<file path="src/rtl/nrf_cmd_sequencer.sv">
// Command/payload sequencer for an nRF24L01 over a byte-wide SPI engine.
// Frames one command byte plus up to MAX_LEN payload bytes under a single CSN assertion.
module nrf_cmd_sequencer #(
    parameter int MAX_LEN     = 32,
    parameter int CSN_SETUP   = 2,
    parameter int CSN_GAP     = 4,
    parameter int TIMEOUT_CYC = 255
) (
    input  logic       clk_10,
    input  logic       rst,
    input  logic       cmd_valid,
    output logic       cmd_ready,
    input  logic [7:0] cmd_byte,
    input  logic [5:0] cmd_len,
    output logic       wr_req,
    input  logic [7:0] wr_data,
    output logic [7:0] rd_data,
    output logic       rd_valid,
    output logic [7:0] status_out,
    output logic [7:0] byte_out,
    output logic       byte_start,
    input  logic [7:0] byte_in,
    input  logic       byte_done,
    output logic       csn,
    output logic       busy,
    output logic       done,
    output logic       err
);

    typedef enum logic [2:0] {IDLE, SETUP, LOAD, WAIT, HOLD} state_t;

    state_t      state_reg, state_next;
    logic [7:0]  cmd_reg, cmd_next;
    logic [6:0]  len_reg, len_next;
    logic [6:0]  idx_reg, idx_next;
    logic [15:0] cnt_reg, cnt_next;
    logic        csn_reg, csn_next;
    logic        byte_start_reg, byte_start_next;
    logic        rd_valid_reg, rd_valid_next;
    logic        done_reg, done_next;
    logic        err_reg, err_next;
    logic        cmd_ready_reg, cmd_ready_next;
    logic        busy_reg, busy_next;
    logic [7:0]  byte_out_reg, byte_out_next;
    logic [7:0]  rd_data_reg, rd_data_next;
    logic [7:0]  status_reg, status_next;
    logic        wr_req_c;

    always_ff @(posedge clk_10) begin
        if (!rst) begin
            state_reg      <= IDLE;
            cmd_reg        <= 8'h00;
            len_reg        <= 7'd0;
            idx_reg        <= 7'd0;
            cnt_reg        <= 16'd0;
            csn_reg        <= 1'b1;
            byte_start_reg <= 1'b0;
            rd_valid_reg   <= 1'b0;
            done_reg       <= 1'b0;
            err_reg        <= 1'b0;
            cmd_ready_reg  <= 1'b0;
            busy_reg       <= 1'b0;
            byte_out_reg   <= 8'h00;
            rd_data_reg    <= 8'h00;
            status_reg     <= 8'h00;
        end else begin
            state_reg      <= state_next;
            cmd_reg        <= cmd_next;
            len_reg        <= len_next;
            idx_reg        <= idx_next;
            cnt_reg        <= cnt_next;
            csn_reg        <= csn_next;
            byte_start_reg <= byte_start_next;
            rd_valid_reg   <= rd_valid_next;
            done_reg       <= done_next;
            err_reg        <= err_next;
            cmd_ready_reg  <= cmd_ready_next;
            busy_reg       <= busy_next;
            byte_out_reg   <= byte_out_next;
            rd_data_reg    <= rd_data_next;
            status_reg     <= status_next;
        end
    end

    always_comb begin
        state_next      = state_reg;
        cmd_next        = cmd_reg;
        len_next        = len_reg;
        idx_next        = idx_reg;
        cnt_next        = cnt_reg;
        csn_next        = csn_reg;
        byte_start_next = 1'b0;
        rd_valid_next   = 1'b0;
        done_next       = 1'b0;
        err_next        = 1'b0;
        byte_out_next   = byte_out_reg;
        rd_data_next    = rd_data_reg;
        status_next     = status_reg;
        wr_req_c        = 1'b0;

        case (state_reg)
            IDLE: begin
                if (cmd_valid && cmd_ready_reg) begin
                    state_next = SETUP;
                    cmd_next   = cmd_byte;
                    len_next   = ({1'b0, cmd_len} > 7'(MAX_LEN)) ? 7'(MAX_LEN) : {1'b0, cmd_len};
                    idx_next   = 7'd0;
                    cnt_next   = 16'd0;
                    csn_next   = 1'b0;
                end
            end
            SETUP: begin
                if (cnt_reg == 16'(CSN_SETUP - 1)) begin
                    state_next = LOAD;
                    cnt_next   = 16'd0;
                end else begin
                    cnt_next = cnt_reg + 16'd1;
                end
            end
            LOAD: begin
                // Index 0 is the opcode; every later byte is pulled from the payload source.
                if (idx_reg == 7'd0) begin
                    byte_out_next = cmd_reg;
                end else begin
                    wr_req_c      = 1'b1;
                    byte_out_next = wr_data;
                end
                byte_start_next = 1'b1;
                cnt_next        = 16'd0;
                state_next      = WAIT;
            end
            WAIT: begin
                if (byte_done) begin
                    if (idx_reg == 7'd0) begin
                        status_next = byte_in;
                    end else begin
                        rd_data_next  = byte_in;
                        rd_valid_next = 1'b1;
                    end
                    idx_next = idx_reg + 7'd1;
                    if (idx_reg == len_reg) begin
                        csn_next   = 1'b1;
                        done_next  = 1'b1;
                        cnt_next   = 16'd0;
                        state_next = HOLD;
                    end else begin
                        state_next = LOAD;
                    end
                end else if (cnt_reg == 16'(TIMEOUT_CYC - 1)) begin
                    csn_next   = 1'b1;
                    err_next   = 1'b1;
                    cnt_next   = 16'd0;
                    state_next = HOLD;
                end else begin
                    cnt_next = cnt_reg + 16'd1;
                end
            end
            HOLD: begin
                if (cnt_reg == 16'(CSN_GAP - 1)) begin
                    state_next = IDLE;
                    cnt_next   = 16'd0;
                end else begin
                    cnt_next = cnt_reg + 16'd1;
                end
            end
            default: state_next = IDLE;
        endcase

        cmd_ready_next = (state_next == IDLE);
        busy_next      = (state_next != IDLE);
    end

    assign wr_req     = wr_req_c && rst;
    assign cmd_ready  = cmd_ready_reg;
    assign busy       = busy_reg;
    assign csn        = csn_reg;
    assign byte_start = byte_start_reg;
    assign rd_valid   = rd_valid_reg;
    assign done       = done_reg;
    assign err        = err_reg;
    assign byte_out   = byte_out_reg;
    assign rd_data    = rd_data_reg;
    assign status_out = status_reg;

endmodule

</file>
<file path="config.mk">
export PLATFORM = sky130hd
export DESIGN_NAME = nrf_cmd_sequencer
export DESIGN_NICKNAME = d
export VERILOG_FILES = /design/src/rtl/nrf_cmd_sequencer.sv
export SDC_FILE = /design/constraint.sdc
export NUM_CORES = 1
export LEC_CHECK = 0
export BUFFER_PORTS_ARGS = -buffer_cell sky130_fd_sc_hd__buf_4
export CORE_MARGIN = 2
export CORE_UTILIZATION = 30
export DETAILED_ROUTE_END_ITERATION = 8
export PLACE_DENSITY_LB_ADDON = 0.15
export SYNTH_ARGS = -nofsm -noshare
export SYNTH_HDL_FRONTEND = slang
export SYNTH_SLANG_ARGS = --single-unit
</file>
<file path="constraint.sdc">
create_clock -name clk_10 -period 2.55 [get_ports clk_10]
set_input_delay 0.3825 -clock clk_10 [delete_from_list [all_inputs] [get_ports clk_10]]
set_output_delay 0.3825 -clock clk_10 [all_outputs]
set_load 0.1 [all_outputs]
</file>
==> metrics, run 1 <==
Resized cells post-CTS 0; Final ANT Viol Nets 0; number of synthesized register bits 71; average routed wire per standard cell 13.9 um; post-layout instance area between 0.004 and 0.005 sq mm; WL met2 3970 um; root buffer cell clkbuf_8; arrival time worst endpoint approximately 2.7 ns; pwr dens approximately 590 mW/mm^2; Initial DRC Count 132; cell row count 38; Hold-fix buffers, CTS 0; unrepaired setup endpoints after global routing no; Worst Setup Start Kind flip-flop; clock buffer count from CTS 9; Largest delay share family, worst path simple AND/OR/NAND/NOR gates; RePlAce Congestion 0.831; final hold vios 0; worst path cell trace or4_4 -> or4_4 -> o2bb2ai_2 -> o21ai_2 -> o22ai_1; slew margin rel. 52.1%; most frequent CP cell or4_4; aggregate global-route resource usage between 10 and 15%; fin crit share 95.6%; mux share of post-synthesis cell area 4.90%; Simple-Gate Fraction of Synth Area 24.0%; Syn Nets about 440; met3 wire length 376 um; top cells by count, synth 71 x dfxtp_1, 55 x nand2_1, 40 x a21oi_1, 37 x nor2_1, 22 x clkbuf_1; critical path class reg -> reg; reg2reg setup slack 0.11 ns; post-synth top area cell dfxtp_1; post-synthesis xor/xnor area fraction 2.68%; Worst Tran Pin Value between 0.7 and 0.8 ns; Mapped Cells around 400; TritonRoute pass-1 iters 4; VDD IR max 0.264 mV; WL met1 3910 um; ys async rst share 0%; pin count of the biggest net entering global routing 47; Post-Synth Adder-Cell Area roughly 1.9%; Critical Path Slowest Stage Cell or4_4; Synth Area per Inst around 8.2 sq um; fin nets ~500; Worst Setup End Kind flip-flop; core area 0.0107 sq mm; dpl cell area 0.00390 sq mm; postcts setup bufs 0; Synth top area share 43.5%; Worst path max stage delay 0.59 ns; Final Skew 0.0181 ns; commonest register cell after synthesis dfxtp_1; Largest register FFs 16; share of cells above drive strength 1 20.8%; max-slew violations 0; Fmax 410 MHz; largest family of logic cells by synthesized area simple AND/OR/NAND/NOR gates; Clk pin slew, worst setup/hold paths 0.09 ns; ANT cells 0; Seq/Total Area, Yosys 43.5%; estimated wirelength of the detail-placed design 5950 um; Unique masters post-synth 44; crit path buf inv count 0; clk_lat worst skew 0.35 ns; Vias/cell slightly below 5; Final Setup Violations 0; CP Data Required Time between 2 and 3 ns; vias approximately 3.0k; Multi-input gate area 0.00170 sq mm; Hold Crit Class in -> reg; global-route wire length before repair 13800 um; Max-Cap Viols 0; storage element area approximately 0.0014 sq mm; initial core utilization between 30 and 40%; CTS Sinks 71; Die X 108 um; setup TNS 0 ns; grt total ovfl 0; clock tree buffer depth 2; fillers 1164; Remaining DRCs 0; synthesized area 0.00327 sq mm; final WL 8370 um; complex-gate fraction of the synthesized area 18.3%; H-tree depth 3; count leader, synth dfxtp_1; Crit Path Max Fanout 13; die height 108 um; IO Count 66; number of global-route vias before repair 2837; initial antenna violation count 0; Final Critical Period 2.44 ns; Port Buf Inserts 65; ranking of synthesized cells by area dfxtp_1 43%, nand2_1 6.3%, a21oi_1 6.1%; status completed; EDFF count, synth 0; DIE AREA approximately 0.012 sq mm; Ys Warns 0; top sig layer met4; P&R area growth vs syn 25.6%; Pleak 1.58 nW; CTS tree yes
==> worst min-delay path: cells and delay by family <==
family / cells / cell delay, ns
compound gates: 1 / 0.05
simple gates: 1 / 0.05
buf+inv: 1 / 0.11
==> power by group <==
part / internal, mW / switching [mW] / leakage, nW
combinational: 0.102 / 0.214 / 0.907
sequential: 1.14 / 0.0223 / 0.574
clock: 0.488 / 0.458 / 0.101
total: 1.73 / 0.695 / 1.58
==> area by class of cell <==
type / count / area share (%)
clock inverter: 5 / 1.55
inverter: 14 / 1.28
multi-input combinational: 287 / 41.3
timing repair buffer: 74 / 13.5
clock buffer: 11 / 3.44
sequential: 71 / 34.6
tap: 140 / 4.26
==> stage by stage <==
| stage | util (%) | setup slack, ns | hold slack (ns) | power [mW] | cells |
|---|---|---|---|---|---|
| 2_1_floorplan | - | 0.218 | 0.428 | 1.40 | 397 |
| 3_3_place_gp | 36.3 | 0.195 | 0.442 | 1.50 | 586 |
| 3_5_place_dp | 36.3 | 0.160 | 0.449 | 1.50 | 586 |
| 4_1_cts | 38.2 | 0.122 | 0.255 | 2.46 | 602 |
| 5_1_grt | 38.2 | 0.0113 | 0.262 | 2.54 | 602 |
| 6_report | 38.2 | 0.112 | 0.269 | 2.42 | 602 |
==> logic make-up (layout without fill, tap and decap cells) <==
group | after synthesis | in the layout
muxes | 16 | 16
buffers and inverters | 39 | 104
DFF | 71 | 71
adders and majority gates | 5 | 5
and+or+nand+nor | 160 | 160
xor gates and xnor gates | 10 | 10
AOI/OAI and AO/OA | 96 | 96
==> routing by layer <==
layer  global-route usage [%]  up-vias
met3                     3.19        9
li1                         -     1528
met5                        0        -
met1                     19.4     1394
met4                     5.68        0
met2                     23.8       61
==> layout by cell type (no fill, tap or decap), types with 6 or more instances in the layout <==
master    count
a211oi_1      8
clkbuf_8     10
a21oi_1      40
inv_1        14
nor3_1       11
dfxtp_1      71
nand3b_1      8
nor2_1       37
o221ai_1      9
buf_4        74
o21ai_1       9
nor4_1        7
o21ai_0      10
nand3_1      10
and2_1        7
mux2i_1      16
and3_1        6
nand2_1      55
==> final timing paths <==
path | from | to | depth (start not counted)
worst max-delay path | cnt_reg[8] | cnt_reg[1] | 5
worst min-delay path | cmd_byte[7] | cmd_reg[7] | 3
worst max register to register | cnt_reg[8] | cnt_reg[1] | 5
worst min register to register | rd_data[3] | rd_data[3] | 2
(Power assumes the default switching activity.)
==> inputs of run 2 (changes only) <==
Settings changed: CTS_BUF_LIST set to sky130_fd_sc_hd__clkbuf_16.
==> metrics, run 2 (same netlist as run 1, synthesis figures left out) <==
ANT cells 0 (unchanged); Largest register FFs 16 (unchanged); initial core utilization 30.4% (unchanged); initial antenna violation count 0 (unchanged); Pleak 1.63 nW (+2.8%); Power Total 2.73 mW (+13%); vias 2968 (-0.80%); M1 GR Usage 19.7% (+0.29 points); H-tree depth 3 (unchanged); Int Pwr 2.00 mW (+16%); slew margin rel. 53.6% (+1.6 points); most common cell after layout, fill and taps aside buf_4; Crit Path Max Fanout 13 (unchanged); Critical Path Slowest Stage Cell or4_4; Clk pin slew, worst setup/hold paths 0.06 ns (-0.03 ns); Fmax 417 MHz (+1.5%); Logic pwr share 11.5% (-1.5 points); Worst Setup End Kind flip-flop; pin count of the biggest net entering global routing 47 (unchanged); pwr dens 651 mW/mm^2 (+10%); grt total ovfl 0 (unchanged); estimated wirelength of the detail-placed design 5950 um (unchanged); NetSw 733 uW (+5.5%); max-slew violations 0 (unchanged); TritonRoute pass-1 iters 6 (+2); clock buffer count from CTS 9 (unchanged); Worst path max stage delay 0.59 ns (about the same); Hold Crit Class in -> reg; Final Skew 0.0111 ns (-0.00704 ns); Remaining DRCs 0 (unchanged); share of cells above drive strength 1 20.6% (-0.22 points); Final Setup Violations 0 (unchanged); P&R area growth vs syn 28.4%; fillers 1159 (-0.43%); CP Data Required Time 2.74 ns (-0.02 ns); number of global-route vias before repair 2823 (-0.49%); CTS tree yes; fin crit share 94.1% (-1.4 points); core area 0.0107 sq mm (unchanged); reg2reg setup slack 0.15 ns (+0.04 ns); worst path cell trace or4_4 -> or4_4 -> o2bb2ai_2 -> o21ai_2 -> o22ai_1; critical path class reg -> reg; Hold-fix buffers, CTS 0 (unchanged); final WL 8380 um (about the same); switch share 26.8% (-1.9 points); IO Count 66 (unchanged); Largest delay share family, worst path simple AND/OR/NAND/NOR gates; RePlAce Congestion 0.831 (unchanged); M2 GR Usage 23.7% (-0.045 points); Port Buf Inserts 65 (unchanged); commonest cells after routing, fill and taps aside 74 x buf_4, 71 x dfxtp_1, 55 x nand2_1; most frequent CP cell or4_4; status completed; unrepaired setup endpoints after global routing no; sequential share of power 42.5% (-5.4 points); postcts setup bufs 0 (unchanged); Vias/cell 4.93 (-0.80%); die height 108 um (unchanged); root buffer cell clkbuf_16; Max-Cap Viols 0 (unchanged); clk_lat worst skew 0.33 ns (-0.02 ns); Initial DRC Count 132 (unchanged); crit path buf inv count 0 (unchanged); Resized cells post-CTS 0 (unchanged); DIE AREA 0.0118 sq mm (unchanged); clock tree buffer depth 2 (unchanged); Die X 108 um (unchanged); Worst Tran Pin Value 0.691 ns (-0.0260 ns); VDD IR max 0.325 mV (+23%); Worst Setup Start Kind flip-flop; Clk pwr share 46.0% (+6.9 points); global-route wire length before repair 13900 um (+0.74%); final hold vios 0 (unchanged); Final Critical Period 2.40 ns (-0.0370 ns); setup TNS 0 ns (unchanged); cell row count 38 (unchanged); fin nets 496 (unchanged); Final ANT Viol Nets 0 (unchanged); aggregate global-route resource usage 14.9% (+0.13 points); arrival time worst endpoint 2.59 ns (-0.06 ns); most used routing layer met2; CTS Sinks 71 (unchanged); met3 usage 4.10% (+0.90 points); average routed wire per standard cell 13.9 um (about the same)
[run 2: changes by cell type in the layout (fill, tap and decap cells not counted), sizes merged]
| cell | change |
|---|---|
| clkbuf | -2 |
| inv | +1 |
| clkinv | +1 |
[run 2: final cells by class]
type,count,area [sq um],share of cell area [%]
clock buffers,9,225,5.36
clock inverters,7,71.3,1.70
inverters,14,52.6,1.25
multi-input cells,287,1700,40.4
flip-flops and latches,71,1420,33.8
well taps,140,175,4.17
repair buffers,74,556,13.2
[run 2: path summary, 6_finish.rpt]
| check | start | end | cells past startpoint |
|---|---|---|---|
| setup / recovery | cnt_reg[8] | cnt_reg[1] | 5 |
| hold reg to reg | cmd_reg[6] | cmd_reg[6] | 2 |
| setup reg to reg | cnt_reg[8] | cnt_reg[1] | 5 |
| hold / removal | byte_in[3] | status_out[3] | 3 |
[run 2: metal layers]
metal	wire, um	up-vias
li1	-	1527
met1	3830	1380
met2	4090	55
met3	364	6
met4	88	0
met5	0	-
[run 2: metrics by stage]
| stage | cell area, sq um | std cells | util, % | hold WS, ns | setup slack (ns) |
|---|---|---|---|---|---|
| after floorplan | 3270 | 397 | - | 0.428 | 0.218 |
| after global placement | 3900 | 586 | 36.3 | 0.442 | 0.195 |
| after detailed placement | 3900 | 586 | 36.3 | 0.449 | 0.160 |
| after CTS | 4200 | 602 | 39.1 | 0.287 | 0.136 |
| after global routing | 4200 | 602 | 39.1 | 0.288 | 0.0224 |
| final | 4200 | 602 | 39.1 | 0.297 | 0.149 |
[run 2: power groups by stage]
| stage | sequential [mW] | clock (mW) | combinational (mW) |
|---|---|---|---|
| 6_report | 1.16 | 1.26 | 0.314 |
| 5_1_grt | 1.17 | 1.35 | 0.344 |
| 4_1_cts | 1.16 | 1.29 | 0.318 |
| 3_5_place_dp | 1.19 | 0 | 0.317 |
| 3_3_place_gp | 1.19 | 0 | 0.316 |
| 2_1_floorplan | 1.26 | 0 | 0.139 |
[run 2: worst min-delay path, delay by kind of cell]
family	cells	cell delay, ns
multiplexers	1	0.05
buffers and inverters	1	0.09
AND/OR/NAND/NOR	1	0.07
==> inputs of run 3 (changes only) <==
Settings changed: ABC_AREA set to 1.
==> metrics, run 3 <==
commonest cells after routing, fill and taps aside 105 x nand2_1, 81 x nor2_1, 71 x dfxtp_1; Worst Setup Start Kind flip-flop; Synth top area share 40.0% (-3.4 points); Die X 113 um (+4.0%); Hold-fix buffers, CTS 0 (unchanged); Final Skew 0.00754 ns (-0.00354 ns); clk_lat worst skew 0.34 ns (about the same); Worst path max stage delay 0.41 ns (-0.18 ns); vias 3427 (+15%); aggregate global-route resource usage 15.4% (+0.48 points); initial antenna violation count 0 (unchanged); fin crit share 86.1% (-8.0 points); final WL 9280 um (+11%); VDD IR max 0.377 mV (+16%); CTS Sinks 71 (unchanged); core area 0.0115 sq mm (+6.7%); Vias/cell 4.72 (-4.3%); crit path buf inv count 3 (+3); Seq/Total Area, Yosys 40.0% (-3.4 points); pwr dens 617 mW/mm^2 (-5.2%); Pleak 2.01 nW (+24%); TritonRoute pass-1 iters 4 (-2); Synth Area per Inst 6.96 sq um (-15%); grt total ovfl 0 (unchanged); P&R area growth vs syn 26.0%; clock buffer count from CTS 9 (unchanged); cell row count 39 (+2.6%); DIE AREA 0.0127 sq mm (+8.2%); global-route wire length before repair 15700 um (+13%); Hold Crit Class in -> reg; Largest register FFs 16 (unchanged); CTS tree yes; Final ANT Viol Nets 0 (unchanged); postcts setup bufs 0 (unchanged); Max-Cap Viols 0 (unchanged); estimated wirelength of the detail-placed design 6760 um (+14%); pin count of the biggest net entering global routing 45 (-4.3%); most frequent CP cell inv_1; H-tree depth 3 (unchanged); Clk pin slew, worst setup/hold paths 0.06 ns (about the same); setup TNS 0 ns (unchanged); CP Data Required Time 2.17 ns (-0.57 ns); critical path class reg -> out; commonest register cell after synthesis dfxtp_1; number of synthesized register bits 71 (unchanged); max-slew violations 0 (unchanged); most common cell after layout, fill and taps aside nand2_1; die height 113 um (+4.0%); final hold vios 0 (unchanged); Hold Startpoint byte_in[7]; ys async rst share 0% (unchanged); status completed; Syn Nets 549 (+26%); worst path cell trace inv_1 -> ha_1 -> nand2_1 -> nor2_1 -> nand3_2 -> inv_1 -> nor3_2 -> buf_4; Resized cells post-CTS 0 (unchanged); IO Count 66 (unchanged); EDFF count, synth 0 (unchanged); Final Setup Violations 0 (unchanged); Remaining DRCs 0 (unchanged); clock tree buffer depth 2 (unchanged); post-synth top area cell dfxtp_1; initial core utilization 31.0% (+0.53 points); ranking of synthesized cells by area dfxtp_1 40%, nand2_1 11%, nor2_1 8.6%; Crit Path Max Fanout 4 (-9); share of cells above drive strength 1 20.8% (+0.19 points); arrival time worst endpoint 1.81 ns (-0.78 ns); Port Buf Inserts 65 (unchanged); Critical Path Slowest Stage Cell dfxtp_1; Fmax 455 MHz (+9.3%); Worst Tran Pin Value 0.472 ns (-0.220 ns); Unique masters post-synth 36 (-18%); root buffer cell clkbuf_16; ANT cells 0 (unchanged); Power Total 2.76 mW (+1.0%); unrepaired setup endpoints after global routing no; number of global-route vias before repair 3326 (+18%); count leader, synth nand2_1; RePlAce Congestion 0.825 (-0.79%); r2r startpoint idx_reg[0]; Largest delay share family, worst path buffers and inverters; Final Critical Period 2.20 ns (-0.204 ns); Ys Warns 0 (unchanged); Initial DRC Count 153 (+16%); Worst Setup End Kind output port; Mapped Cells 510 (+28%); top cells by count, synth 105 x nand2_1, 81 x nor2_1, 71 x dfxtp_1, 63 x inv_1, 33 x o21ai_0; average routed wire per standard cell 12.8 um (-8.2%); Critical Path Start idx_reg[0]; slew margin rel. 68.4% (+15 points); synthesized area 0.00355 sq mm (+8.6%); fin nets 617 (+24%)
-- run 3: cell types whose count changed after synthesis, sizes merged, moves of 9 or more --
cell / change
clkbuf: -15
nand2: +62
nor2: +51
inv: +54
o221ai: -9
mux2i: -16
o21ai: +15
o211ai: +12
nand3: +19
-- run 3: final cells by class --
class | count | area [sq um]
flip-flops and latches | 71 | 1420
clock buffers | 9 | 225
well taps | 143 | 179
clock inverters | 7 | 55.1
inverters | 69 | 262
multi-input cells | 357 | 1810
repair buffers | 70 | 526
fillers | 1183 | 6990
-- run 3: routing by layer --
metal	track usage, %	wire length [um]	up-vias
met5	0	0	-
met4	5.85	147	0
met3	5.03	616	13
met2	23.0	4020	82
met1	20.7	4500	1564
li1	-	-	1768
-- run 3: worst reg2reg max path, cell delays in order, from the launching register on --
cell and delay (ns):
dfxtp_1 0.36, inv_1 0.11, ha_1 0.17, nand2_1 0.06, nor2_1 0.12, nand3_2 0.11, buf_4 0.21, nor2_4 0.25
inv_2 0.13, nor2_1 0.13, nor2_1 0.06
-- run 3: power breakdown --
part / switching (mW) / leakage (nW) / internal [mW]
clock: 0.522 / 0.133 / 0.668
sequential: 0.0251 / 0.574 / 1.15
combinational: 0.281 / 1.30 / 0.116
-- run 3: per-stage QoR --
stage          instance area [sq um]  cells  utilization (%)  worst slack [ns]  hold slack [ns]
2_1_floorplan                   3560    510                -            0.0473            0.430
3_3_place_gp                    4200    710             36.6             0.786            0.447
3_5_place_dp                    4200    710             36.6             0.740            0.451
4_1_cts                         4480    726             39.0             0.359            0.257
5_1_grt                         4480    726             39.0             0.288            0.280
6_report                        4480    726             39.0             0.354            0.271
-- run 3: kinds of logic (layout without fill, tap and decap cells) --
| kind of cell | count (synthesis) | in the layout | synth area share [%] |
|---|---|---|---|
| AND/OR/NAND/NOR | 258 | 258 | 33.3 |
| buffers and inverters | 82 | 155 | 9.20 |
| adder cells (fa/ha/maj) | 5 | 5 | 1.76 |
| XOR/XNOR | 7 | 7 | 1.73 |
| flip-flops | 71 | 71 | 40.0 |
| AO/OA/AOI/OAI | 87 | 87 | 14.0 |
-- run 3: worst paths after layout --
path	endpoint	cells past startpoint	slack, ns
worst max register to register	status_out[5]	10	0.74
worst min-delay path	status_out[7]	3	0.27
worst min register to register	cmd_reg[0]	2	0.46
worst max-delay path	wr_req	8	0.35
